File: config.mk
export PLATFORM = sky130hd
export DESIGN_NAME = fibonacci_core
export DESIGN_NICKNAME = d
export VERILOG_FILES = /design/src/rtl/fibonacci_core.sv
export SDC_FILE = /design/constraint.sdc
export NUM_CORES = 1
export LEC_CHECK = 0
export ABC_AREA = 1
export BUFFER_PORTS_ARGS = -buffer_cell sky130_fd_sc_hd__buf_2
export CELL_PAD_IN_SITES_DETAIL_PLACEMENT = 0
export CELL_PAD_IN_SITES_GLOBAL_PLACEMENT = 1
export CORE_UTILIZATION = 38
export CTS_BUF_LIST = sky130_fd_sc_hd__clkbuf_8
export DETAILED_ROUTE_END_ITERATION = 12
export HOLD_SLACK_MARGIN = 0.03
export PLACE_DENSITY = 0.9
export SLEW_MARGIN = 25
export SYNTH_ARGS = -nofsm -noshare
export SYNTH_HDL_FRONTEND = slang
export SYNTH_SLANG_ARGS = --single-unit
File: constraint.sdc
create_clock -name wb_clk_i -period 2.1 [get_ports wb_clk_i]
set_input_delay 0.105 -clock wb_clk_i [delete_from_list [all_inputs] [get_ports wb_clk_i]]
set_output_delay 0.105 -clock wb_clk_i [all_outputs]
set_load 0.05 [all_outputs]
File: src/rtl/fibonacci_core.sv
// fibonacci_core
//
// Steps through the Fibonacci sequence and presents the current term on user pads [37:8].
// It is the data path behind the Wishbone control block: `switch` starts and stops the
// sequence, and `clock_sel` picks how often it advances, one step every 2^k cycles for
// one-hot bit k. The controller reads the pad bus back to report the current value.
// When the largest representable term has been shown, the next step restarts the
// sequence at 0. That restart raises `wrap_o` for one cycle and increments `wrap_count`.
//
// Ports
//   wb_clk_i    clock for the whole block
//   reset_n     asynchronous active-low reset
//   switch      1 = advance, 0 = hold every piece of state, including the rate phase
//   clock_sel   one-hot advance-rate select; zero or multi-hot stops advancing
//   io_out      {cur, FIB_LSB zeros}
//   io_oeb      constant: upper WIDTH pads driven (0), lower FIB_LSB pads input (1)
//   wrap_o      one-cycle pulse on the cycle the sequence restarts at 0
//   wrap_count  number of restarts, modulo 256
//
// FIB_LSB + WIDTH must equal IO_PADS.

module fibonacci_core #(
  parameter int unsigned CLOCK_WIDTH = 6,
  parameter int unsigned WIDTH       = 30,
  parameter int unsigned IO_PADS     = 38,
  parameter int unsigned FIB_LSB     = 8
) (
  input  logic                   wb_clk_i,
  input  logic                   reset_n,
  input  logic                   switch,
  input  logic [CLOCK_WIDTH-1:0] clock_sel,
  output logic [IO_PADS-1:0]     io_out,
  output logic [IO_PADS-1:0]     io_oeb,
  output logic                   wrap_o,
  output logic [7:0]             wrap_count
);

  localparam int unsigned CntW = CLOCK_WIDTH - 1;

  typedef enum logic [0:0] {StRun, StLast} state_e;

  state_e                 state_q, state_d;
  logic [WIDTH-1:0]       cur_q, cur_d;
  logic [WIDTH-1:0]       nxt_q, nxt_d;
  logic [CntW-1:0]        cnt_q, cnt_d;
  logic [CLOCK_WIDTH-1:0] sel_q, sel_d;
  logic                   wrap_q, wrap_d;
  logic [7:0]             wrap_count_q, wrap_count_d;

  logic                   sel_valid;
  logic                   rate_change;
  logic                   advance_en;
  logic                   tick;
  logic [CntW-1:0]        tick_mask;
  logic [WIDTH:0]         sum;

  // Rate decode.
  // For one-hot bit k, mask bit j is set exactly when j < k, which gives mask = 2^k - 1.
  // The mask value is irrelevant when clock_sel is not one-hot, because no tick is
  // allowed then.
  always_comb begin
    sel_valid   = (clock_sel != '0) &&
                  ((clock_sel & (clock_sel - CLOCK_WIDTH'(1))) == '0);
    rate_change = (clock_sel != sel_q);
    tick_mask   = '0;
    for (int j = 0; j < int'(CntW); j++) begin
      tick_mask[j] = |(clock_sel >> (j + 1));
    end
    advance_en  = switch && sel_valid && !rate_change;
    tick        = advance_en && ((cnt_q & tick_mask) == tick_mask);
  end

  // Phase counter.
  // A rate change realigns the phase, so the first step at the new rate comes one full
  // period later.
  always_comb begin
    sel_d = clock_sel;
    cnt_d = cnt_q;
    if (rate_change) begin
      cnt_d = '0;
    end else if (advance_en) begin
      cnt_d = cnt_q + CntW'(1);
    end
  end

  // Sequence step.
  // The carry out of the WIDTH+1-bit sum flags the first term that does not fit.
  // When that happens, StLast keeps the last term that fits on the pads for one more
  // step before the sequence restarts.
  always_comb begin
    sum          = {1'b0, cur_q} + {1'b0, nxt_q};
    state_d      = state_q;
    cur_d        = cur_q;
    nxt_d        = nxt_q;
    wrap_d       = 1'b0;
    wrap_count_d = wrap_count_q;
    if (tick) begin
      unique case (state_q)
        StRun: begin
          cur_d = nxt_q;
          if (!sum[WIDTH]) begin
            nxt_d = sum[WIDTH-1:0];
          end else begin
            state_d = StLast;
          end
        end
        StLast: begin
          cur_d        = '0;
          nxt_d        = WIDTH'(1);
          state_d      = StRun;
          wrap_d       = 1'b1;
          wrap_count_d = wrap_count_q + 8'd1;
        end
        default: begin
          state_d = StRun;
        end
      endcase
    end
  end

  always_ff @(posedge wb_clk_i or negedge reset_n) begin
    if (!reset_n) begin
      state_q      <= StRun;
      cur_q        <= '0;
      nxt_q        <= WIDTH'(1);
      cnt_q        <= '0;
      sel_q        <= CLOCK_WIDTH'(1);
      wrap_q       <= 1'b0;
      wrap_count_q <= 8'd0;
    end else begin
      state_q      <= state_d;
      cur_q        <= cur_d;
      nxt_q        <= nxt_d;
      cnt_q        <= cnt_d;
      sel_q        <= sel_d;
      wrap_q       <= wrap_d;
      wrap_count_q <= wrap_count_d;
    end
  end

  // The pads take cur straight from its register, so a reset clears them immediately.
  always_comb begin
    io_out     = {cur_q, {FIB_LSB{1'b0}}};
    io_oeb     = {{WIDTH{1'b0}}, {FIB_LSB{1'b1}}};
    wrap_o     = wrap_q;
    wrap_count = wrap_count_q;
  end

endmodule

[After elaboration in Yosys (flattened, before gate mapping)]
Index checks and enable logic that the tools add are counted.
Widths: inputs -> output; s select.
Operators by class
  bitwise operators: 3
  $add $sub $neg: 4
  multiplexer cells: 9
  equality and inequality tests: 3
  reduce and logical (&&, ||, !) cells: 14
Operators with widths (count)
  $pmux 30 s2: 2
  $add 30x30->31: 1
  $mux 30: 1
  $mux 5: 2
  $add 8x1->8 const B: 1
  $and 6x6->6: 1
  $logic_not 6->1: 1
  $ne 6x6->1: 1
  $reduce_bool 6->1: 1
  $sub 6x1->6 const B: 1
  $add 5x1->5 const B: 1
  $and 5x5->5: 1
  $eq 5x5->1: 1
  $reduce_or 5->1: 1
  $logic_and 1x1->1: 4
  $reduce_and 2->1: 2
  $reduce_or 4->1: 1
  $mux 1: 3
  $reduce_or 3->1: 1
  $ne 2x2->1 const B: 1
  $pmux 1 s2: 1
  $reduce_bool 2->1: 1
  $reduce_or 2->1: 1
  $logic_not 1->1: 1
  $not 1->1: 1
Word-level totals
  flip-flop bits (word level): 81
  bits of input ports: 9

[Depth between registers and ports, before layout]
  depth in word-level cells: 8
  gate-level depth with buffers: 16
  depth with buffers taken out: 15

[Least setup slack after synthesis]
Ideal clock, no wire load.
  path kind: register -> register
  from: reg cur_q[0]
  to: reg nxt_q[10]
  path slack: -0.247 ns
  library setup time: 0.116 ns
  cell stages (with the launch flop): 15
  arrival time: 2.231 ns
  path buffers: 1
  data required time: 1.984 ns
  cell sequence: dfrtp_1 ha_1 inv_1 fa_1 inv_1 nand2_1 nand3_1 nand2_1 nand3_2 nand2_1 nand2_2 nand2_4 buf_6 nand2_1 nand2_1
On the way
  longest elaborated chain between the ends: 3
  elaborated cells on any way between the ends: 5
  those cells by class: add/sub (1); eq/ne (1); mux (2); reduce/logical (1)
RTL lines
  from (decl): RTL line 43  | logic [WIDTH-1:0] cur_q, cur_d;
  from (signal assigned): RTL line 132  | cur_q <= cur_d;
  $add 30x30->31 (*): RTL line 91  | sum = {1'b0, cur_q} + {1'b0, nxt_q};
  $mux 30 or $ne 2x2->1 (tied branches)
  $pmux 30 s2 or $reduce_and 2->1 (tied branches)
  to (signal assigned): RTL line 133  | nxt_q <= nxt_d;
  to (decl): RTL line 44  | logic [WIDTH-1:0] nxt_q, nxt_d;
Mark *: on every way between the ends. The rest lies on a longest branch, timed or not. The select of a mux whose other input is x is not followed.
A chain may end at the register's enable or synchronous reset.

[Final worst setup path]
  from: reg nxt_q[0]
  to: reg nxt_q[14]
On the way
  longest elaborated chain between the ends: 3
  elaborated cells on any way between the ends: 5
  those cells by class: add/sub (1); eq/ne (1); mux (2); reduce/logical (1)
RTL lines (RTL line)
  $add 30x30->31 (*): 91
  $mux 30 or $ne 2x2->1 (tied branches)
  $pmux 30 s2 or $reduce_and 2->1 (tied branches)
Marked as above.

==> results.md <==
* Outcome: complete, but fails checks
* Yosys warnings at 0
* Antenna diodes at 0
* Layout cells sized above 1 at 20.5%
* Fmax at 0.464 GHz
* Commonest non-fill, non-tap cell in the layout: nand2_1
* Num CTS Buffers at 9
* Post-synthesis cell type count at 33
* Max-slew headroom at the worst pin at 41.2%
* DRT antenna net count at 0
* Setup CP Type: flop to flop
* Number of global-route vias before repair at 5157
* Top cell type's share of synthesized area at 32.3%
* Final Hold Vio Count at 0
* Avg Cell Area, Syn at 6.47 um2
* Die Y-Extent at 129 um
* Placed inst area at 6810 um2
* Total Wirelength at 15700 um
* Max Slew Vio Count at 0
* HPWL after detailed placement at 11500 um
* Die width at 129 um
* Initial antenna violation count at 0
* Top-level port count at 94
* Via-per-instance ratio at 4.47
* Failing checks: negative setup slack
* DRT iter0 DRCs at 256
* Combined area of the multi-input logic cells at 3640 um2
* Pre-antenna DRT Iters at 5
* Startpoint Class: flop
* Max IR drop VDD at 0.418 mV
* Core box area at 15400 um2
* Final Wtd Congestion at 0.881
* Nets at 1092
* Post-synthesis sequential area ratio at 33.2%
* DRC errors left at 0
* Post-route cell area at 7490 um2
* # fillers at 1633
* Max Clock Skew at 0.0129 ns
* Die area at 16600 um2
* Overall routing resource usage at 19.1%
* Flops & latches, synth at 81
* WP data arrival at 2.48 ns
* Crit path from: nxt_q[0]
* Design Power at 3.11 mW
* Cell Rows at 45
* Port bufs at 47
* Worst slew pin tran at 0.881 ns
* Clock buffer depth at 2
* Register cell area after layout at 2050 um2
* Final setup fails at 20
* Clk sink count at 81
* Final WS setup at -0.0555 ns
* Max-cap violations at 0
* Crit-path max FO at 5
* Worst hold path type: primary input to flop
* DR WL/cell at 12.4 um
* Post-synth top area cell: dfrtp_1
* Worst R2R Setup Slack at -0.06 ns
* Hold Startpoint: switch
* Global-route wire length before repair at 24600 um
* Pleak at 4.13 nW
* Worst r2r src: nxt_q[0]
* Routed via count at 5655
* Crit end category: flop
* Synthesized instance count at 944
* Clk root buf: clkbuf_8
* Global route total overflow at 0
* Initial core utilization at 39.6%
* CP endpoint: nxt_q[14]
* Hold depth at 8
* Mapped cell area at 6110 um2
* Largest net degree at the start of global routing at 66
* Worst skew pair latency at 0.39 ns
* CTS H-Tree Depth at 3
* TritonCTS clock tree: yes
* Worst EP required at 2.42 ns
* Final min period at 2.16 ns
* RR Endpoint: nxt_q[14]
* Synthesis-to-layout area growth at 22.6%
* Period utilization at 103%
* RSZ-0062 raised after global routing: yes
* Reg2Reg Depth at 15
* Worst-path clk slew at 0.10 ns
* PwrDens at 415 nW/um2
* Synth top area cells: dfrtp_1, nand2_1, inv_1
* Hold WS at 0.323 ns
* Most frequent cells in the layout: nand2_1, inv_1, nor2_1, dfrtp_1, buf_4
-- layout make-up --
class | count | area share, %
repair buffers | 113 | 11.2
well taps | 211 | 3.52
clock inverters | 7 | 1.14
flip-flops and latches | 81 | 27.4
clock buffers | 9 | 1.65
inverters | 130 | 6.54
multi-input cells | 715 | 48.5
-- critical path, cell delays in order, from the launching register on --
cell and delay, ns:
dfstp_2 0.56, ha_4 0.13, inv_2 0.03, fa_2 0.38, inv_2 0.08, nand2_2 0.06
nand3_4 0.08, nand3_2 0.08, nand2_2 0.07, nand2_1 0.05, nand2_1 0.07, nand2_2 0.06
nand2_4 0.15, clkbuf_16 0.17, nand2_1 0.05, nand2_1 0.05
-- power breakdown --
part | switching, mW | internal (mW)
combinational | 0.246 | 0.0332
clock | 0.691 | 0.574
sequential | 0.00341 | 1.57
total | 0.941 | 2.17
-- synth_stat cells (all sizes together) --
| cell type | n |
|---|---|
| a21boi | 1 |
| a21oi | 23 |
| and2 | 5 |
| buf | 53 |
| clkbuf | 9 |
| conb | 2 |
| dfrtp | 79 |
| dfstp | 2 |
| fa | 1 |
| ha | 32 |
| inv | 130 |
| nand2 | 398 |
| nand3 | 52 |
| nand3b | 2 |
| nand4 | 5 |
| nor2 | 78 |
| nor3 | 2 |
| o21ai | 46 |
| o21bai | 2 |
| or2 | 2 |
| xnor2 | 15 |
| xor2 | 5 |
-- cells by family after synthesis --
kind of cell / share of synthesized area (%)
adder cells (fa/ha/maj): 6.88
other: 0.123
flip-flops: 33.2
AO/OA/AOI/OAI: 6.02
XOR/XNOR: 2.87
buffers and inverters: 14.9
AND/OR/NAND/NOR: 36.0
-- through the flow --
stage                     instances  TNS [ns]  util [%]  worst slack [ns]
after floorplan                 988         0         -            0.0139
after global placement         1236   -0.0211      44.2           -0.0211
after detailed placement       1236    -0.931      44.2           -0.0593
after CTS                      1259  -0.00195      46.2          -0.00195
after global routing           1266     -2.57      48.6            -0.129
final                          1266    -0.727      48.6           -0.0555
-- layer usage --
layer	GRT usage, %	part of all wire, %
met5	0	0
met4	5.61	1.3
met3	3.41	3.3
met2	32.0	47
met1	25.1	48
-- state kept, by name, indices dropped and copies added, names as in the netlist --
register    count
cur_q          30
wrap_count      8
wrap_o          1
state_q         1
sel_q           6
cnt_q           5
nxt_q          30
-- worst min path at each step --
stage                           to  slack (ns)
after detailed placement  sel_q[0]        0.24
after global routing      cnt_q[1]        0.38
after CTS                 cnt_q[0]        0.30
after floorplan           cnt_q[0]       -0.19
final                     cnt_q[0]        0.32
after global placement    sel_q[0]        0.24
-- repair_timing --
action,in CTS,in global routing
hold endpoints to repair,67,0
gates resized for setup,8,64
setup buffers,0,3
setup endpoints to repair,30,31
cloned,0,4
hold buffers,7,0
pin swaps,1,21
Note: power is estimated with default switching activity, not from simulation.
